**src/rtl/score_tracker.sv**
```systemverilog
// Score keeper for the two-digit 7-segment display: counts rounds, saturates, and strobes display loads.
// Optional SCORE_HISCORE_EN adds high-score latching and the game-over final/high alternation.
module score_tracker #(
  parameter int MAX_SCORE   = 99,
  parameter int SHOW_CYCLES = 50000000
) (
  input  logic       clock,
  input  logic       resetn,
  input  logic       start,
  input  logic       correct,
  input  logic       wrong,
  output logic [7:0] number,
  output logic       change_score,
  output logic       playing,
  output logic       showing_high,
  output logic [7:0] high_score
);

  localparam logic [1:0] S_IDLE = 2'd0;
  localparam logic [1:0] S_PLAY = 2'd1;
  localparam logic [1:0] S_OVER = 2'd2;
  localparam logic [7:0] MAX    = 8'(MAX_SCORE);

  logic [1:0] state;
  logic [7:0] score;

`ifdef SCORE_HISCORE_EN
  localparam int          CW   = (SHOW_CYCLES > 1) ? $clog2(SHOW_CYCLES) : 1;
  localparam logic [CW-1:0] LAST = CW'(SHOW_CYCLES - 1);

  logic [CW-1:0] phase;
  logic          show_q;
  logic [7:0]    hs_q;

  assign showing_high = show_q;
  assign high_score   = hs_q;
`else
  logic unused_cfg;
  assign unused_cfg   = ^(32'(SHOW_CYCLES));
  assign showing_high = 1'b0;
  assign high_score   = 8'd0;
`endif

  assign playing = (state == S_PLAY);

  always_ff @(posedge clock) begin
    if (!resetn) begin
      state        <= S_IDLE;
      score        <= 8'd0;
      number       <= 8'd0;
      change_score <= 1'b0;
`ifdef SCORE_HISCORE_EN
      phase        <= '0;
      show_q       <= 1'b0;
      hs_q         <= 8'd0;
`endif
    end else begin
      change_score <= 1'b0;
      case (state)
        S_IDLE: begin
          if (start) begin
            score        <= 8'd0;
            number       <= 8'd0;
            change_score <= 1'b1;
            state        <= S_PLAY;
          end
        end
        S_PLAY: begin
          if (start) begin
            score        <= 8'd0;
            number       <= 8'd0;
            change_score <= 1'b1;
          end else if (wrong) begin
            // number already carries the final score, so no reload strobe
            state <= S_OVER;
`ifdef SCORE_HISCORE_EN
            phase  <= '0;
            show_q <= 1'b0;
            if (score > hs_q) hs_q <= score;
`endif
          end else if (correct && score < MAX) begin
            score        <= score + 8'd1;
            number       <= score + 8'd1;
            change_score <= 1'b1;
          end
        end
        S_OVER: begin
          if (start) begin
            score        <= 8'd0;
            number       <= 8'd0;
            change_score <= 1'b1;
            state        <= S_PLAY;
`ifdef SCORE_HISCORE_EN
            show_q       <= 1'b0;
`endif
          end
`ifdef SCORE_HISCORE_EN
          else if (phase == LAST) begin
            phase        <= '0;
            show_q       <= ~show_q;
            number       <= show_q ? score : hs_q;
            change_score <= 1'b1;
          end else begin
            phase <= phase + 1'b1;
          end
`endif
        end
        default: state <= S_IDLE;
      endcase
    end
  end

endmodule

```
**config.mk**
```make
export PLATFORM = sky130hd
export DESIGN_NAME = score_tracker
export DESIGN_NICKNAME = d
export VERILOG_FILES = /design/src/rtl/score_tracker.sv
export SDC_FILE = /design/constraint.sdc
export NUM_CORES = 1
export LEC_CHECK = 0
export ABC_AREA = 1
export CORE_MARGIN = 1
export CORE_UTILIZATION = 41
export CTS_BUF_LIST = sky130_fd_sc_hd__clkbuf_2 sky130_fd_sc_hd__clkbuf_4 sky130_fd_sc_hd__clkbuf_8
export CTS_CLUSTER_DIAMETER = 30
export DETAILED_ROUTE_END_ITERATION = 10
export PLACE_DENSITY = 0.79
export SETUP_SLACK_MARGIN = 0.05
export SYNTH_ARGS = -nofsm -noshare
export SYNTH_HDL_FRONTEND = slang
export SYNTH_SLANG_ARGS = --single-unit
```
**constraint.sdc**
```tcl
create_clock -name clock -period 1.33 [get_ports clock]
set_input_delay 0.133 -clock clock [delete_from_list [all_inputs] [get_ports clock]]
set_output_delay 0.133 -clock clock [all_outputs]
set_load 0.01 [all_outputs]
```
== Word-level counts from Yosys, hierarchy flattened ==
Cells that the tools add are included.
Cells by class
  $add $sub $neg: 1
  $mul: 0
  divide/modulo/power cells: 0
  magnitude comparators: 1
  equality and inequality tests: 7
  shift-type cells: 0
  mux-type cells: 14
  bitwise logic cells: 0
  reductions and logical operators: 6
Operators by type and width (number)
  2-to-1 mux 8 bit: 4
  case mux 8 bit (2 select lines): 1
  adder 8 x 1 -> 8 bit (second input constant): 1
  < comparator 8 x 7 -> 1 bit (second input constant): 1
  2-to-1 mux 2 bit: 3
  2-to-1 mux 1 bit: 4
  inequality test 2 bit (second input constant): 2
  case mux 2 bit (2 select lines): 1
  AND reduction 4 bit: 1
  inequality test 3 x 2 -> 1 bit (second input constant): 1
  inequality test 3 bit (second input constant): 1
  AND reduction 3 bit: 1
  equality test 2 x 1 -> 1 bit (second input constant): 1
  equality test 2 bit (second input constant): 1
  logical NOT 2 bit: 1
  inequality test 2 x 1 -> 1 bit (second input constant): 1
  case mux 1 bit (2 select lines): 1
  nonzero test 2 bit: 1
  OR reduction 2 bit: 1
  logical AND 1 bit: 1
Storage, ports and cells
  bits in registers: 11
  bits in latches: 0
  RAM bits: 0
  ROM bits: 0
  input bits: 5
  logic and storage cells: 32
  memories: 0

== Logic depth before layout (Yosys ltp) ==
  depth after elaboration: 6
  gate-level depth with buffers: 10
  mapped depth without buffers: 10

== Least setup slack after synthesis ==
Ideal clock, no wire load.
  kind: reg2reg
  start: reg score[0]
  end: reg score[2]
  library setup time: 0.113 ns
  arrival: 1.203 ns
  data required time: 1.217 ns
  path slack: 0.014 ns
  stages on the path, launching flop included: 10
  period minus slack after synthesis: 1.316 ns
  cells stage by stage: dfxtp_1 ha_1 nor2_1 nand2_1 nand2_1 nand2_1 nand2_2 nand2_4 nor2_1 nor2_1
Between the ends
  longest elaborated chain between the ends: 5
  elaborated cells between the ends (all ways): 9
  those cells by class: add/sub (1); order compare (1); eq/ne (1); mux (4); reduce/logical (2)
RTL lines
  start: declaration: RTL line 25  | logic [7:0] score;
  start signal: assignment: RTL line 82  | score <= score + 8'd1;
  adder 8 x 1 -> 8 bit: RTL line 82
  2-to-1 mux 8 bit: RTL line 81  | end else if (correct && score < MAX) begin
  2-to-1 mux 8 bit: RTL line 73  | end else if (wrong) begin
  2-to-1 mux 8 bit: RTL line 69  | if (start) begin
  case mux 8 bit (2 select lines): RTL line 59  | case (state)
Several ways; a longest one is shown, not always the timed one. The select of a mux whose other input is x is not followed.
A chain may end at the register's enable or synchronous reset.

== Worst setup path after layout ==
  start: reg score[1]
  end: reg score[4]
The elaborated chain is that of the path after synthesis.

==> impl_results.md <==
* Sequential area share after synthesis at 32.06%
* Most common cell after layout, fill and taps aside: nand2_1
* CORE AREA at 0.001541 mm^2
* Critical R2R Launch: score[1]
* Largest net degree at the start of global routing at 9
* Iteration-0 DRC count of the detailed router at 20
* Worst setup path end: score[4]
* Synthesis Warnings at 0
* Tmin final at 1.265 ns
* Port Buffers at 14
* CP Data Arrival Time at 1.47 ns
* RSZ-0062 raised after global routing: yes
* Status: completed
* Hold slack at 0.4820 ns
* Min-delay worst type: primary input to register
* Total power at 0.7940 mW
* Nets at 142
* CP required at 1.54 ns
* CTS root buffer: clkbuf_4
* Skew-Pair Late Insertion Delay at 0.28 ns
* Final period util at 95.13%
* Routed Wire Length at 1626 um
* CTS Buffer Depth at 2
* Most frequent cells in the layout: nand2_1, nor2_1, inv_1
* Dpl ws at -0.05624 ns
* Critical path fanouts, max at 2
* Rows at 14
* Hold buffers post-CTS at 0
* H-tree levels at 1
* Setup TNS at 0 ns
* Routed length per instance at 10.77 um
* Pwr/cell area at 810.5 mW/mm^2
* Reg2reg end: score[4]
* Setup crit end kind: register
* Layout area overhead at 42.62%
* Maximum Capacitance Violations at 0
* Cell depth of the worst flop-to-flop path at 9
* CTS tree: done
* Cell Area, Synth at 686.9 um^2
* Post-DP HPWL at 1231 um
* CTS Sinks at 11
* Initial antenna violation count at 0
* GRT overflow at 0
* Vias per inst at 4.927
* Setup violators final at 0
* Die area at 0.001843 mm^2
* Leak Pwr at 0.4993 nW
* Vias at 744
* Cell Count Post-Placement at 146
* Routability congestion estimate at 0.8469
* Final Hold Fails at 0
* # IOs at 24
* Chip Width at 42.93 um
* N_diodes at 0
* TritonCTS Buffers at 3
* Die height at 42.93 um
* WS Path Type: register to register
* Clock transition at the registers of the reported paths at 0.08 ns
* Antenna violation net count after detailed routing at 0
* Worst Setup SP: score[1]
* Post-Syn Instances at 106
* Slew Viols, Final at 0
* Synth cell types at 19
* Global-route wire length before repair at 2559 um
* Post-Syn Area per Cell at 6.480 um^2
* Residual DRC count at 0
* Fmax at 790.3 MHz
* Post-Layout Cell Count at 151
* Yosys reg bits at 11
* Vias in the first global route at 661
* R2r setup slk at 0.06 ns
* Share of post-route cells with drive strength above 1 at 29.63%
* Worst Skew at 0.001596 ns
* Crit start category: register
* Max VDD drop at 0.0005423 V
* First-pass detailed-route iteration total at 4
* GRT Total Usage at 18.72%
* Initial Util at 44.56%
* Final worst setup slack at 0.06473 ns
[routing by layer]
metal	track usage (%)	vias to the layer above	wire length, um
met1	20.37	348	664
met4	10.91	0	27
met3	5.106	2	79
li1	-	370	-
met2	32.12	24	855
met5	0	-	0
[worst min-delay path by stage]
stage	from	endpoint	cells past startpoint
after floorplan	resetn	score[0]	2
after global placement	score[6]	score[6]	2
after detailed placement	score[7]	score[7]	2
after CTS	resetn	score[4]	3
after global routing	resetn	score[4]	3
final	resetn	score[4]	3
[registers in the layout, summed over array words and instances, names as in the netlist]
name          cells
change_score      1
score             8
state             2
[cells by family (layout without fill, tap and decap cells)]
kind of cell	after synthesis	in the layout	share of synthesized area [%]
simple gates	63	63	42.08
fa+ha+maj	1	1	1.821
compound gates	5	5	4.918
other cells	1	9	0.5459
buf+inv	25	46	18.58
flops	11	11	32.06
[what timing repair did]
action,CTS,global route
gates resized for setup,17,12
pin swaps,4,11
setup buffers,1,0
setup endpoints to repair,17,9
[synth_stat cells]
cell type   n  area (um^2)
nor3b_1     1        7.510
a21boi_0    1        7.510
inv_2       2        7.510
nor3_1      3        15.01
ha_1        1        12.51
dfxtp_1    11        220.2
nor2_1     18        67.56
nand2_2     1        6.260
a21oi_1     3        15.01
nand3_1    11        55.05
nand2_4     1        11.26
buf_4       9        67.56
or2_2       1        6.260
o21bai_2    1        11.26
nand2_1    24        90.09
nand3b_1    1        7.510
inv_1      14        52.55
nor2_4      2        22.52
conb_1      1        3.750
[metrics by stage]
step                cell area (um^2)  util (%)
global route                   979.7     63.56
finish                         979.7     63.56
global placement               897.1     58.20
CTS                            949.7     61.61
floorplan                      721.9         -
detailed placement             897.1     58.20
[area by class of cell]
cell class                 instances  area, um^2
clock buffer                       4       30.03
fill                             142       561.8
inverter                          16       62.56
multi-input combinational         78       414.1
sequential                        11       227.7
tap                               16       20.02
timing repair buffer              26       225.2
[where the power goes]
group,switching (mW),leakage (nW),internal (mW)
combinational,0.0934,0.389,0.0787
sequential,0.0125,0.0920,0.342
clock,0.131,0.0184,0.137
total,0.237,0.499,0.557
[worst max-delay path: stages, from the launching register on]
cell and delay, ns:
dfxtp_2 0.34, ha_4 0.17, buf_6 0.11, nand2_2 0.06, inv_2 0.04, nand2_2 0.08, nand3_2 0.07, nor2_2 0.10
nand3_1 0.06, a21oi_1 0.16
(Power assumes the default switching activity.)
